`config.mk`:
```
export PLATFORM = sky130hd
export DESIGN_NAME = fetch_unit
export DESIGN_NICKNAME = d
export VERILOG_FILES = /design/src/rtl/cpu_defs.sv /design/src/rtl/fetch_fifo.sv /design/src/rtl/fetch_unit.sv
export SDC_FILE = /design/constraint.sdc
export NUM_CORES = 1
export LEC_CHECK = 0
export ABC_AREA = 1
export CORE_MARGIN = 1
export CORE_UTILIZATION = 28
export CTS_BUF_LIST = sky130_fd_sc_hd__clkbuf_8
export DETAILED_ROUTE_END_ITERATION = 8
export GPL_TIMING_DRIVEN = 0
export SLEW_MARGIN = 20
export SYNTH_ARGS = -nofsm -noshare
export SYNTH_HDL_FRONTEND = slang
export SYNTH_SLANG_ARGS = --single-unit
```
`constraint.sdc`:
```
create_clock -name clk -period 4.71 [get_ports clk]
set_input_delay 0.942 -clock clk [delete_from_list [all_inputs] [get_ports clk]]
set_output_delay 0.942 -clock clk [all_outputs]
set_load 0.01 [all_outputs]
```
`src/rtl/cpu_defs.sv`:
```
// cpu_defs: shared core widths, reset PC default, PC step and PC alignment helper
package cpu_defs;
  localparam int XLEN = 32;
  localparam int INSTR_W = 32;
  localparam logic [XLEN-1:0] DEFAULT_RESET_PC = 32'h0000_0000;
  localparam logic [XLEN-1:0] PC_STEP = 32'd4;
  function automatic logic [XLEN-1:0] align_pc(input logic [XLEN-1:0] pc);
    return {pc[XLEN-1:2], 2'b00};
  endfunction
endpackage

```
`src/rtl/fetch_fifo.sv`:
```
// fetch_fifo: flushable sync FIFO of {pc, instr}; ports push_i/pop_i/flush_i/din_i, count_o, head_o (holds last shown value when empty)
module fetch_fifo #(
  parameter int W = 64,
  parameter int DEPTH = 2
) (
  input  logic                     clk,
  input  logic                     rst,
  input  logic                     push_i,
  input  logic                     pop_i,
  input  logic                     flush_i,
  input  logic [W-1:0]             din_i,
  output logic [$clog2(DEPTH):0]   count_o,
  output logic [W-1:0]             head_o
);
  localparam int AW = $clog2(DEPTH);
  logic [W-1:0] mem_q [DEPTH];
  logic [AW-1:0] rd_q, wr_q;
  logic [AW:0] count_q;
  logic [W-1:0] last_q;
  assign count_o = count_q;
  assign head_o = (count_q != '0) ? mem_q[rd_q] : last_q;
  always_ff @(posedge clk)
    if (push_i & ~flush_i) mem_q[wr_q] <= din_i;
  always_ff @(posedge clk) begin
    if (rst) begin
      rd_q <= '0;
      wr_q <= '0;
      count_q <= '0;
      last_q <= '0;
    end else begin
      last_q <= head_o;
      if (flush_i) begin
        rd_q <= '0;
        wr_q <= '0;
        count_q <= '0;
      end else begin
        if (push_i) wr_q <= wr_q + 1'b1;
        if (pop_i) rd_q <= rd_q + 1'b1;
        count_q <= count_q + {{AW{1'b0}}, push_i} - {{AW{1'b0}}, pop_i};
      end
    end
  end
endmodule

```
`src/rtl/fetch_unit.sv`:
```
// fetch_unit: PC + ROM issue/redirect logic feeding a valid/ready instruction buffer; ports clk/rst, imem_req/addr/rdata, redirect/redirect_pc, instr/instr_pc/instr_valid/instr_ready
module fetch_unit import cpu_defs::*; #(
  parameter logic [XLEN-1:0] RESET_PC = DEFAULT_RESET_PC,
  parameter int IMEM_AW = 10,
  parameter int DEPTH = 2
) (
  input  logic               clk,
  input  logic               rst,
  output logic               imem_req,
  output logic [IMEM_AW-1:0] imem_addr,
  input  logic [INSTR_W-1:0] imem_rdata,
  input  logic               redirect,
  input  logic [XLEN-1:0]    redirect_pc,
  output logic [INSTR_W-1:0] instr,
  output logic [XLEN-1:0]    instr_pc,
  output logic               instr_valid,
  input  logic               instr_ready
);
  localparam int CW = $clog2(DEPTH) + 1;
  logic [XLEN-1:0] pc_q, pc_d, pending_pc_q;
  logic rsp_pending_q, pop;
  logic [CW-1:0] count;
  logic [CW:0] occ;
  logic [XLEN+INSTR_W-1:0] head;
  assign pop = instr_valid & instr_ready;
  // buffered + in-flight entries after this cycle's pop must leave room for one more
  assign occ = (CW+1)'(count) + (CW+1)'(rsp_pending_q) - (CW+1)'(pop);
  assign imem_req = ~rst & ~redirect & (occ < (CW+1)'(DEPTH));
  assign imem_addr = pc_q[IMEM_AW+1:2];
  assign instr_valid = (count != '0) & ~redirect;
  assign {instr_pc, instr} = head;
  assign pc_d = redirect ? align_pc(redirect_pc) : imem_req ? pc_q + PC_STEP : pc_q;
  always_ff @(posedge clk) begin
    if (rst) begin
      pc_q <= RESET_PC;
      rsp_pending_q <= 1'b0;
      pending_pc_q <= '0;
    end else begin
      pc_q <= pc_d;
      rsp_pending_q <= imem_req;
      if (imem_req) pending_pc_q <= pc_q;
    end
  end
  fetch_fifo #(.W(XLEN + INSTR_W), .DEPTH(DEPTH)) u_fifo (
    .clk(clk),
    .rst(rst),
    .push_i(rsp_pending_q & ~redirect),
    .pop_i(pop),
    .flush_i(redirect),
    .din_i({pending_pc_q, imem_rdata}),
    .count_o(count),
    .head_o(head)
  );
endmodule

```
-- Word level (Yosys, flattened, before mapping)
Memory sizes are Yosys's and may differ from the RTL's. A register that Yosys moved wholly into a read port is not among the register bits.
Cells that the tools add are included.
- bits in registers: 133
- bits in writable memories: 128
- input bits: 68
- output and inout port bits: 76
- logic and storage cells: 35
- memories: 1
- add/sub/neg operators: 7
- magnitude comparators: 1
- multiplexer cells: 7
- bitwise operators: 8
- reduce and logical (&&, ||, !) cells: 3
- memories (memory ; depth ; bits a word ; read ports ; clocked after memory_dff ; write ports ; line ; RTL):
    u_fifo.mem_q ; 2 ; 64 ; 1 ; 1 ; 1 ; fetch_fifo.sv:16 ; logic [W-1:0] mem_q [DEPTH];
- operators by type and width (kind ; count):
    $mux W32 ; 2
    $mux W64 ; 1
    $add A32 B3 Y32 const B ; 1
    $and A1 B1 Y1 ; 6
    $mux W1 ; 4
    $reduce_bool A2 Y1 ; 2
    $add A2 B1 Y3 ; 1
    $lt A3 B2 Y1 const B ; 1
    $sub A3 B1 Y3 ; 1
    $add A1 B1 Y1 const B ; 2
    $add A2 B1 Y2 ; 1
    $not A1 Y1 ; 2
    $reduce_or A2 Y1 ; 1
    $sub A2 B1 Y2 ; 1

-- Longest topological paths before layout
Gate-level depths: netlist of run 1.
- depth after elaboration: 8
- mapped depth: 19
- mapped depth without buffers: 18

-- Cells and area by module
From an unflattened synthesis of run 1, not the netlist that was laid out.
- cell total of the unflattened synthesis: 1296
- area, all modules: 11233.3 um^2
- by module, submodules not included (module ; instances ; cells an instance ; area each (um^2) ; seq. area each (um^2)):
    fetch_fifo ; 1 ; 771 ; 7686.1 ; 5225.0
    fetch_unit ; 1 ; 525 ; 3547.2 ; 1221.2

-- Worst setup path after synthesis of run 1
OpenSTA, ideal clock, no wires.
- path type: input to register
- start: in redirect
- end: mem u_fifo.mem_q[1][0] (enable)
- library setup time: 0.484 ns
- arrival: 3.996 ns
- data required time: 4.226 ns
- slack: 0.230 ns
- stages on the path: 4
- buffers on the path: 1
- cells stage by stage: clkbuf_1 nor2_1 inv_1 nor2_1
- cells in the longest elaborated chain, start to end: 5
- RTL lines (element ; line ; RTL):
    from (decl) ; fetch_unit.sv:12 ; input logic redirect,
    $not A1 Y1 (*) ; fetch_fifo.sv:23, fetch_unit.sv:47 ;
    $and A1 B1 Y1 ; fetch_unit.sv:47 ; .push_i(rsp_pending_q & ~redirect),
    $and A1 B1 Y1 (*) ; fetch_fifo.sv:23 ; if (push_i & ~flush_i) mem_q[wr_q] <= din_i;
    $mux W1 (*) ; fetch_fifo.sv:23 ;
    $mux W1 (implied by the code) (*) ; fetch_fifo.sv:23 ;
    to (decl) ; fetch_fifo.sv:16 ;
Mark *: on every way between the ends. The rest lies on a longest branch, timed or not.

-- Final worst setup path of run 1
- start: in redirect
- end: out imem_req
- cells in the longest elaborated chain, start to end: 6
- elaborated cells between the ends (all ways): 7
- those cells by class: 1 x add/sub; 1 x order compare; 5 x bitwise
- RTL lines (element ; line ; RTL):
    $not A1 Y1 (*) ; fetch_unit.sv:28, fetch_unit.sv:30 ;
    $and A1 B1 Y1 ; fetch_unit.sv:30 ; assign instr_valid = (count != '0) & ~redirect;
    $and A1 B1 Y1 ; fetch_unit.sv:25 ; assign pop = instr_valid & instr_ready;
    $sub A3 B1 Y3 ; fetch_unit.sv:27 ; assign occ = (CW+1)'(count) + (CW+1)'(rsp_pending_q) - (CW+1)'(pop);
    $lt A3 B2 Y1 ; fetch_unit.sv:28 ; assign imem_req = ~rst & ~redirect & (occ < (CW+1)'(DEPTH));
    $and A1 B1 Y1 (*) ; fetch_unit.sv:28 ;
    to (decl) ; fetch_unit.sv:9 ; output logic imem_req,
Marks and branches as above.

==> results of run 1 <==
==> what timing repair did <==
item	CTS	global route
endpoints found under the setup margin	1	0
gates resized for setup	3	0
buffers inserted	0	0
==> worst register-to-register path: stages, from the launching register on <==
cell                       delay, ps
sky130_fd_sc_hd__dfxtp_1         390
sky130_fd_sc_hd__nor2_4          380
sky130_fd_sc_hd__nor2_4           70
sky130_fd_sc_hd__nand2_1         160
sky130_fd_sc_hd__inv_1            70
sky130_fd_sc_hd__nand2_1          80
sky130_fd_sc_hd__inv_1            60
sky130_fd_sc_hd__fa_1            500
sky130_fd_sc_hd__inv_1            50
sky130_fd_sc_hd__nor2_2          110
sky130_fd_sc_hd__nand2_2          90
sky130_fd_sc_hd__nand2_1         130
sky130_fd_sc_hd__clkbuf_1        390
sky130_fd_sc_hd__o21ai_0         160
sky130_fd_sc_hd__a21oi_1         130
sky130_fd_sc_hd__nor2_1           50
==> logic make-up (layout without fill, tap and decap cells) <==
family	Yosys count	after routing	synth area share
AO/OA/AOI/OAI	176	176	0.08859
XOR/XNOR	8	8	0.006815
adder cells (fa/ha/maj)	3	3	0.004380
buffers and inverters	144	368	0.06048
flip-flops	254	254	0.6152
AND/OR/NAND/NOR	529	529	0.2245
==> routing by layer <==
metal / track usage / wire length, microns / vias to the layer above
met2: 0.2498 / 13290 / 209
met1: 0.1925 / 12890 / 3781
met3: 0.03027 / 1383 / 45
li1: - / - / 4045
met5: 0 / 0 / -
met4: 0.04059 / 464 / 0
==> sequential cells by signal, summed over array words and instances (netlist names), named ones only <==
name and cells:
u_fifo.wr_q 1, rsp_pending_q 1, u_fifo.last_q 64, pc_q 30
u_fifo.mem_q 124, pending_pc_q 30, u_fifo.rd_q 1, u_fifo.count_o 2
==> area by class of cell <==
class	count	area (sq um)	share of cell area
plain buffers	65	325.3	0.02451
flip-flops and latches	254	6326	0.4767
repair buffers	147	1575	0.1187
clock inverters	30	156.4	0.01179
well taps	461	576.8	0.04347
multi-input cells	716	3357	0.2530
clock buffers	48	660.6	0.04978
inverters	78	292.8	0.02206
==> synthesized netlist by cell type <==
master                       n
sky130_fd_sc_hd__nor2_1    164
sky130_fd_sc_hd__clkbuf_1   35
sky130_fd_sc_hd__edfxtp_1  124
sky130_fd_sc_hd__buf_6       3
sky130_fd_sc_hd__nand3b_1    6
sky130_fd_sc_hd__a21oi_1   142
sky130_fd_sc_hd__nand2_1   210
sky130_fd_sc_hd__buf_4      11
sky130_fd_sc_hd__buf_1       3
sky130_fd_sc_hd__nor2_4      2
sky130_fd_sc_hd__or2_2       1
sky130_fd_sc_hd__inv_2       5
sky130_fd_sc_hd__nor3_1     20
sky130_fd_sc_hd__a211oi_1    6
sky130_fd_sc_hd__inv_1      73
sky130_fd_sc_hd__o21ai_0    21
sky130_fd_sc_hd__buf_2      13
sky130_fd_sc_hd__a21boi_1    3
sky130_fd_sc_hd__nand2_2     1
sky130_fd_sc_hd__clkbuf_2    1
sky130_fd_sc_hd__and2_1     62
sky130_fd_sc_hd__nand3_1    50
sky130_fd_sc_hd__a22oi_1     1
sky130_fd_sc_hd__dfxtp_1   130
sky130_fd_sc_hd__fa_1        1
sky130_fd_sc_hd__nor2_2      9
sky130_fd_sc_hd__xnor2_1     1
sky130_fd_sc_hd__xor2_1      7
sky130_fd_sc_hd__nand2_4     1
sky130_fd_sc_hd__o211ai_1    1
sky130_fd_sc_hd__ha_1        2
sky130_fd_sc_hd__nand4_1     3
sky130_fd_sc_hd__a31oi_1     2
==> final timing paths <==
| path | end | slack (ps) | from | cells after the start |
|---|---|---|---|---|
| max | imem_req | 320 | redirect | 13 |
| min | u_fifo.last_q[32] | 450 | u_fifo.last_q[32] | 2 |
| max reg2reg | pc_q[9] | 1770 | u_fifo.count_o[1] | 15 |
| min reg2reg | u_fifo.last_q[32] | 450 | u_fifo.last_q[32] | 2 |
==> through the flow <==
step                      hold slack, ps  instance area (sq um)  TNS [ps]  setup slack, ps
final                              445.5                  13270         0            324.4
after global routing               457.3                  13270         0            152.5
after CTS                          450.4                  13270         0            267.5
after detailed placement           441.7                  12450    -461.0           -461.0
after global placement             434.8                  12270   -300550            -2420
after floorplan                    420.3                  10280         0            230.2
==> power groups by stage <==
stage | clock [uW] | sequential, uW | combinational (uW)
final | 1870 | 2440 | 449
after global routing | 2050 | 2450 | 494
after CTS | 1930 | 2440 | 456
after detailed placement | 0 | 2490 | 453
after global placement | 0 | 2490 | 439
after floorplan | 0 | 2470 | 225
==> summary.txt, run 1 <==
PLACE
----------------------------------------------------------------------------------------
Placed wire-length estimate                                                 19,840 microns
PortBufs                                                                             141
Gp weighted congestion                                                            0.8473
Total placed cells including tap cells                                             1,722

CTS
----------------------------------------------------------------------------------------
Post-cts hold buffer count                                                             0
H-tree lvl count                                                                       2
TritonCTS clock tree                                                                done
Clock sink count                                                                     254
Register clock-pin slew on the reported worst setup and hold paths                 60 ps
Number of buffers inserted during clock tree synthesis                                43
Clock tree root buffer cell                                                 sky130_fd_sc_hd__clkbuf_8
Clk Latency, worst-skew pair                                                      550 ps
Maximum clock path buffer count                                                        3

SYNTH
----------------------------------------------------------------------------------------
Mean Syn Cell Area                                                           9.230 sq um
Biggest area consumer among synthesized cells                               sky130_fd_sc_hd__edfxtp_1
Number of instances in the synthesized netlist                                     1,114
Net Count, Synth                                                                   1,185
Cell types with the largest area share after synthesis                      sky130_fd_sc_hd__edfxtp_1 36%, sky130_fd_sc_hd__dfxtp_1 25%, sky130_fd_sc_hd__nand2_1 7.7%, sky130_fd_sc_hd__a21oi_1 6.9%, sky130_fd_sc_hd__nor2_1 6.0%
FF+latch count, synth                                                                254
Warning count from the yosys run                                                       0
Synth top area share                                                              0.3621
Register area share after synthesis                                               0.6152
Distinct cell type count of the synthesized netlist                                   33
Post-Syn Area                                                               10,280 sq um

GRT
----------------------------------------------------------------------------------------
Global route overflow                                                                  0
Initial antenna violation count                                                        0
GR Util All Layers                                                                0.1483
Wire length of the first global-routing pass                                43,350 microns
Pin count of the biggest net entering global routing                                  20
Via count of the first global-routing pass                                         7,904

STA
----------------------------------------------------------------------------------------
Final-report setup violation count                                                     0
Portion of the clock cycle consumed by the worst path in the final layout         0.9311
Achievable Freq                                                                228.0 MHz
Final max-slew violation count                                                         0
Final period demand of the worst path                                            4386 ps
Setup repair after global routing missed its margin                                false
Tightest Pin Transition                                                         814.4 ps
Endpoints failing hold                                                                 0
Headroom to the max-slew limit                                                    0.4571
Layout Skew                                                                     18.96 ps

CRITICAL PATH
----------------------------------------------------------------------------------------
Data required time at the worst endpoint                                         3770 ps
Most common cell type on the critical path                                  sky130_fd_sc_hd__nand2_1
Slowest cell delay on critical path                                               590 ps
Worst setup EP type                                                           output pin
Data arrival time at the worst-slack endpoint                                    3440 ps
Critical path launch point type                                                input pin
Number of buffer and inverter stages on the critical path                              5
List of cells traversed by the critical path                                dlygate4sd2_1 > nor2_4 > nand2_1 > inv_1 > nand2_1 > nand2_1 > nand2_1 > fa_1 > inv_1 > nor2_2 > nand2_2 > inv_2 > clkdlybuf4s50_1
Crit path max-delay family                                                  buffers and inverters
Cell at the slowest stage of the critical path                              sky130_fd_sc_hd__clkdlybuf4s50_1
Crit Path Max Fanout                                                                  14
Type of the worst setup path                                                input pin to output pin

FLOORPLAN
----------------------------------------------------------------------------------------
Die outline width                                                           193.6 microns
Initial Utilization                                                               0.2870
# IOs                                                                                144
Core Footprint                                                              35,830 sq um
Die height                                                                  193.6 microns
Number of placement rows                                                              69
DIE AREA                                                                    37,490 sq um

RUN STATUS
----------------------------------------------------------------------------------------
Status                                                                      finished, final reports clean

POWER AND IR DROP
----------------------------------------------------------------------------------------
Clock network fraction of total power                                              0.393
Power spent charging and discharging nets                                        1161 uW
Switching Fraction                                                                0.2439
Share of power burned in registers                                                 0.513
Pwr Density                                                                 358.6 nW/um^2
Worst VDD drop                                                                  159.5 uV
Static leakage                                                               0.005306 uW
Pint                                                                             3598 uW
Combinational share of power                                                       0.094
Post-route total power                                                           4759 uW

CELLS AND AREA
----------------------------------------------------------------------------------------
Fraction of final layout cells with drive strength greater than 1                0.08520
Post-route non-filler standard cell count                                          1,799
Most frequent cells in the layout                                           210 x sky130_fd_sc_hd__nand2_1, 161 x sky130_fd_sc_hd__nor2_1, 142 x sky130_fd_sc_hd__a21oi_1
Area delta synth->final                                                           29.06%
Number of antenna diodes                                                               0
Filler Cell Count                                                                  3,650
Total number of nets in the final design                                           1,376
Fraction of the core area covered by cells at the end of the flow                 0.3704
Most frequent standard cell in the layout excluding fill and tap cells      sky130_fd_sc_hd__nand2_1

DETAILED ROUTING
----------------------------------------------------------------------------------------
Post-route antenna net violation count                                                 0
Post-detailed-route wirelength per cell                                     15.58 microns
Via count normalized by instance count                                             4.491
DRC viols                                                                              0
Routed WL                                                                   28,020 microns
Number of iterations in the first detailed-routing pass                                5
Number of vias in the routed layout                                                8,080
Number of violations reported at the end of detailed-routing iteration 0             465

MIN PATH
----------------------------------------------------------------------------------------
Type of the worst min-delay path                                            register to register

RUN
----------------------------------------------------------------------------------------
Max-cap violations                                                                     0

Note: power is estimated with default switching activity, not from simulation.
==> run 2, diff against run 1 <==
- CTS_CLUSTER_SIZE: default -> 12
==> run 2 against run 1 <==
First-iteration DRC count decreased by 4.5%. Core utilization increased by 0.073 points. Cell count increased by 0.11%. Sequential power about the same. Non-clock buffer count unchanged. Worst setup slack got worse by 4.3 ps. Clock power about the same. Critical endpoint unchanged. Largest cell class unchanged. Highest routed layer unchanged.
==> summary.txt, run 2 (synthesis results as in run 1) <==
CELLS AND AREA
----------------------------------------------------------------------------------------
Area delta synth->final                                                           29.31%
Fraction of the core area covered by cells at the end of the flow                 0.3711   +0.0007330
Regs by FF count                                                            u_fifo.mem_q: 124 flops, u_fifo.last_q: 64 flops
Fraction of final layout cells with drive strength greater than 1                0.08582   +0.0006191
Most frequent cells in the layout                                           210 x sky130_fd_sc_hd__nand2_1, 161 x sky130_fd_sc_hd__nor2_1, 142 x sky130_fd_sc_hd__a21oi_1
Filler Cell Count                                                                  3,637   -0.36%
Flip-flop count of the largest register, all copies and words added                  124   unchanged
Final non-filler cell area                                                  13,300 sq um   +0.20%
Total number of nets in the final design                                           1,376   unchanged
Number of antenna diodes                                                               0   unchanged
Most frequent standard cell in the layout excluding fill and tap cells      sky130_fd_sc_hd__nand2_1
Register bank with the most flops                                           u_fifo.mem_q

DETAILED ROUTING
----------------------------------------------------------------------------------------
Number of violations reported at the end of detailed-routing iteration 0             444   -4.5%
Post-route antenna net violation count                                                 0   unchanged
Routed WL                                                                   28,070 microns   +0.16%
Number of iterations in the first detailed-routing pass                                5   unchanged
DRC viols                                                                              0   unchanged
Via count normalized by instance count                                             4.505   +0.30%
Number of vias in the routed layout                                                8,113   +0.41%
Post-detailed-route wirelength per cell                                     15.58 microns   about the same

FLOORPLAN
----------------------------------------------------------------------------------------
DIE AREA                                                                    37,490 sq um   unchanged
Die outline width                                                           193.6 microns   unchanged
# IOs                                                                                144   unchanged
Core Footprint                                                              35,830 sq um   unchanged
Die height                                                                  193.6 microns   unchanged
Initial Utilization                                                               0.2870   unchanged
Number of placement rows                                                              69   unchanged

CRITICAL PATH
----------------------------------------------------------------------------------------
Reg2reg path depth                                                                    16   +1
Critical path launch point type                                                input pin
Worst setup EP type                                                           output pin
Worst reg2reg path endpoint                                                     pc_q[30]
Crit Path Max Fanout                                                                  14   unchanged
Data arrival time at the worst-slack endpoint                                    3450 ps   about the same
R2r setup slk                                                                    1770 ps   about the same
Data required time at the worst endpoint                                         3770 ps   about the same
RR Startpoint                                                               u_fifo.count_o[1]
Type of the worst setup path                                                input pin to output pin

PLACE
----------------------------------------------------------------------------------------
Placed wire-length estimate                                                 19,840 microns   unchanged
PortBufs                                                                             141   unchanged
Worst Setup Slack post-DPL                                                     -461.0 ps   unchanged
Gp weighted congestion                                                            0.8473   unchanged
Post-DP Area                                                                12,450 sq um   unchanged

GRT
----------------------------------------------------------------------------------------
Via count of the first global-routing pass                                         7,872   -0.40%
Pin count of the biggest net entering global routing                                  20   unchanged
Initial antenna violation count                                                        0   unchanged
Global Route met1 Usage                                                           0.1925   about the same
Routing usage on met2                                                             0.2511   +0.001337
Global route overflow                                                                  0   unchanged
Wire length of the first global-routing pass                                43,380 microns   about the same
Most Crowded Layer GR                                                               met2
Met3 usage in global routing                                                     0.03079   +0.0005218
GR Util All Layers                                                                0.1484   about the same

CTS
----------------------------------------------------------------------------------------
Maximum clock path buffer count                                                        3   unchanged
Register clock-pin slew on the reported worst setup and hold paths                 60 ps   about the same
Clock tree root buffer cell                                                 sky130_fd_sc_hd__clkbuf_8
Post-cts hold buffer count                                                             0   unchanged
H-tree lvl count                                                                       2   unchanged
Clk Latency, worst-skew pair                                                      550 ps   about the same
Number of buffers inserted during clock tree synthesis                                43   unchanged
Clock sink count                                                                     254   unchanged
TritonCTS clock tree                                                                done

STA
----------------------------------------------------------------------------------------
Endpoints failing hold                                                                 0   unchanged
Achievable Freq                                                                227.8 MHz   about the same
Headroom to the max-slew limit                                                    0.4571   about the same
Layout Skew                                                                     16.81 ps   -2.149 ps
Portion of the clock cycle consumed by the worst path in the final layout         0.9320   about the same
Hold WS                                                                         445.4 ps   -0.07600 ps
Setup repair after global routing missed its margin                                false
Final period demand of the worst path                                            4390 ps   +4.263 ps
Tightest Pin Transition                                                         814.3 ps   -0.1212 ps
Final max-slew violation count                                                         0   unchanged
Final-report setup violation count                                                     0   unchanged
Final setup slack of the worst path                                             320.1 ps   -4.263 ps

MIN PATH
----------------------------------------------------------------------------------------
Cells on Worst Hold Path                                                               2   unchanged
End point of the worst hold path                                            u_fifo.last_q[32]
Type of the worst min-delay path                                            register to register
Start point of the worst min-delay path                                     u_fifo.last_q[32]

RUN
----------------------------------------------------------------------------------------
Max-cap violations                                                                     0   unchanged

POWER AND IR DROP
----------------------------------------------------------------------------------------
Worst VDD drop                                                                  146.7 uV   -8.0%
Static leakage                                                               0.005318 uW   +0.23%
Pwr Density                                                                 360.5 nW/um^2   +0.53%

RUN STATUS
----------------------------------------------------------------------------------------
Status                                                                      finished, final reports clean

## run 2: cell count changes in the layout (fill, tap and decap cells not counted)
cell | previous run | this run
sky130_fd_sc_hd__clkinv_2 | 7 | 6
sky130_fd_sc_hd__clkinv_1 | 2 | 3
sky130_fd_sc_hd__clkbuf_8 | 48 | 50
## run 2: report_power, final
part	internal [uW]	leakage [uW]	total, uW	switching (uW)
clock	1030	0.000502	1900	877
combinational	212	0.00261	449	237
sequential	2390	0.00220	2440	46.8
## run 2: worst max path at each step
stage | end | start | slack [ps]
finish | imem_req | redirect | 320
detailed placement | imem_req | redirect | -460
floorplan | u_fifo.mem_q[1][0] | redirect | 230
global placement | u_fifo.mem_q[1][21] | redirect | -2420
CTS | imem_req | redirect | 270
global route | imem_req | redirect | 140
## run 2: metrics by stage
stage | setup TNS [ps] | total power, uW | instances
6_report | 0 | 4793 | 1801
4_1_cts | 0 | 4864 | 1801
3_5_place_dp | -461.0 | 2940 | 1722
2_1_floorplan | 0 | 2698 | 1114
3_3_place_gp | -300550 | 2927 | 1716
5_1_grt | 0 | 5026 | 1801
## run 2: layout make-up
type	instances	area, sq um	area share
Sequential cell	254	6326	0.4758
Timing Repair Buffer	147	1575	0.1185
Tap cell	461	576.8	0.04338
Clock buffer	50	688.2	0.05175
Inverter	78	292.8	0.02202
Multi-Input combinational cell	716	3357	0.2525
Clock inverter	30	155.1	0.01167
Buffer	65	325.3	0.02447
## run 2: per-layer routing
layer	vias to the layer above	wire length, microns
li1	4044	-
met3	47	1501
met4	0	510
met2	245	13240
met5	-	0
met1	3777	12810
## run 2: critical path: stages
cell and delay, ps:
sky130_fd_sc_hd__dlygate4sd2_1 360, sky130_fd_sc_hd__nor2_4 190, sky130_fd_sc_hd__nand2_1 140, sky130_fd_sc_hd__inv_1 100, sky130_fd_sc_hd__nand2_1 70, sky130_fd_sc_hd__nand2_1 60, sky130_fd_sc_hd__nand2_1 60, sky130_fd_sc_hd__fa_1 480
sky130_fd_sc_hd__inv_1 50, sky130_fd_sc_hd__nor2_2 110, sky130_fd_sc_hd__nand2_2 90, sky130_fd_sc_hd__inv_2 200, sky130_fd_sc_hd__clkdlybuf4s50_1 590
## run 2: repair_timing
action | CTS | global route
endpoints found under the setup margin | 1 | 0
resized for setup | 3 | 0
setup buffers | 0 | 0
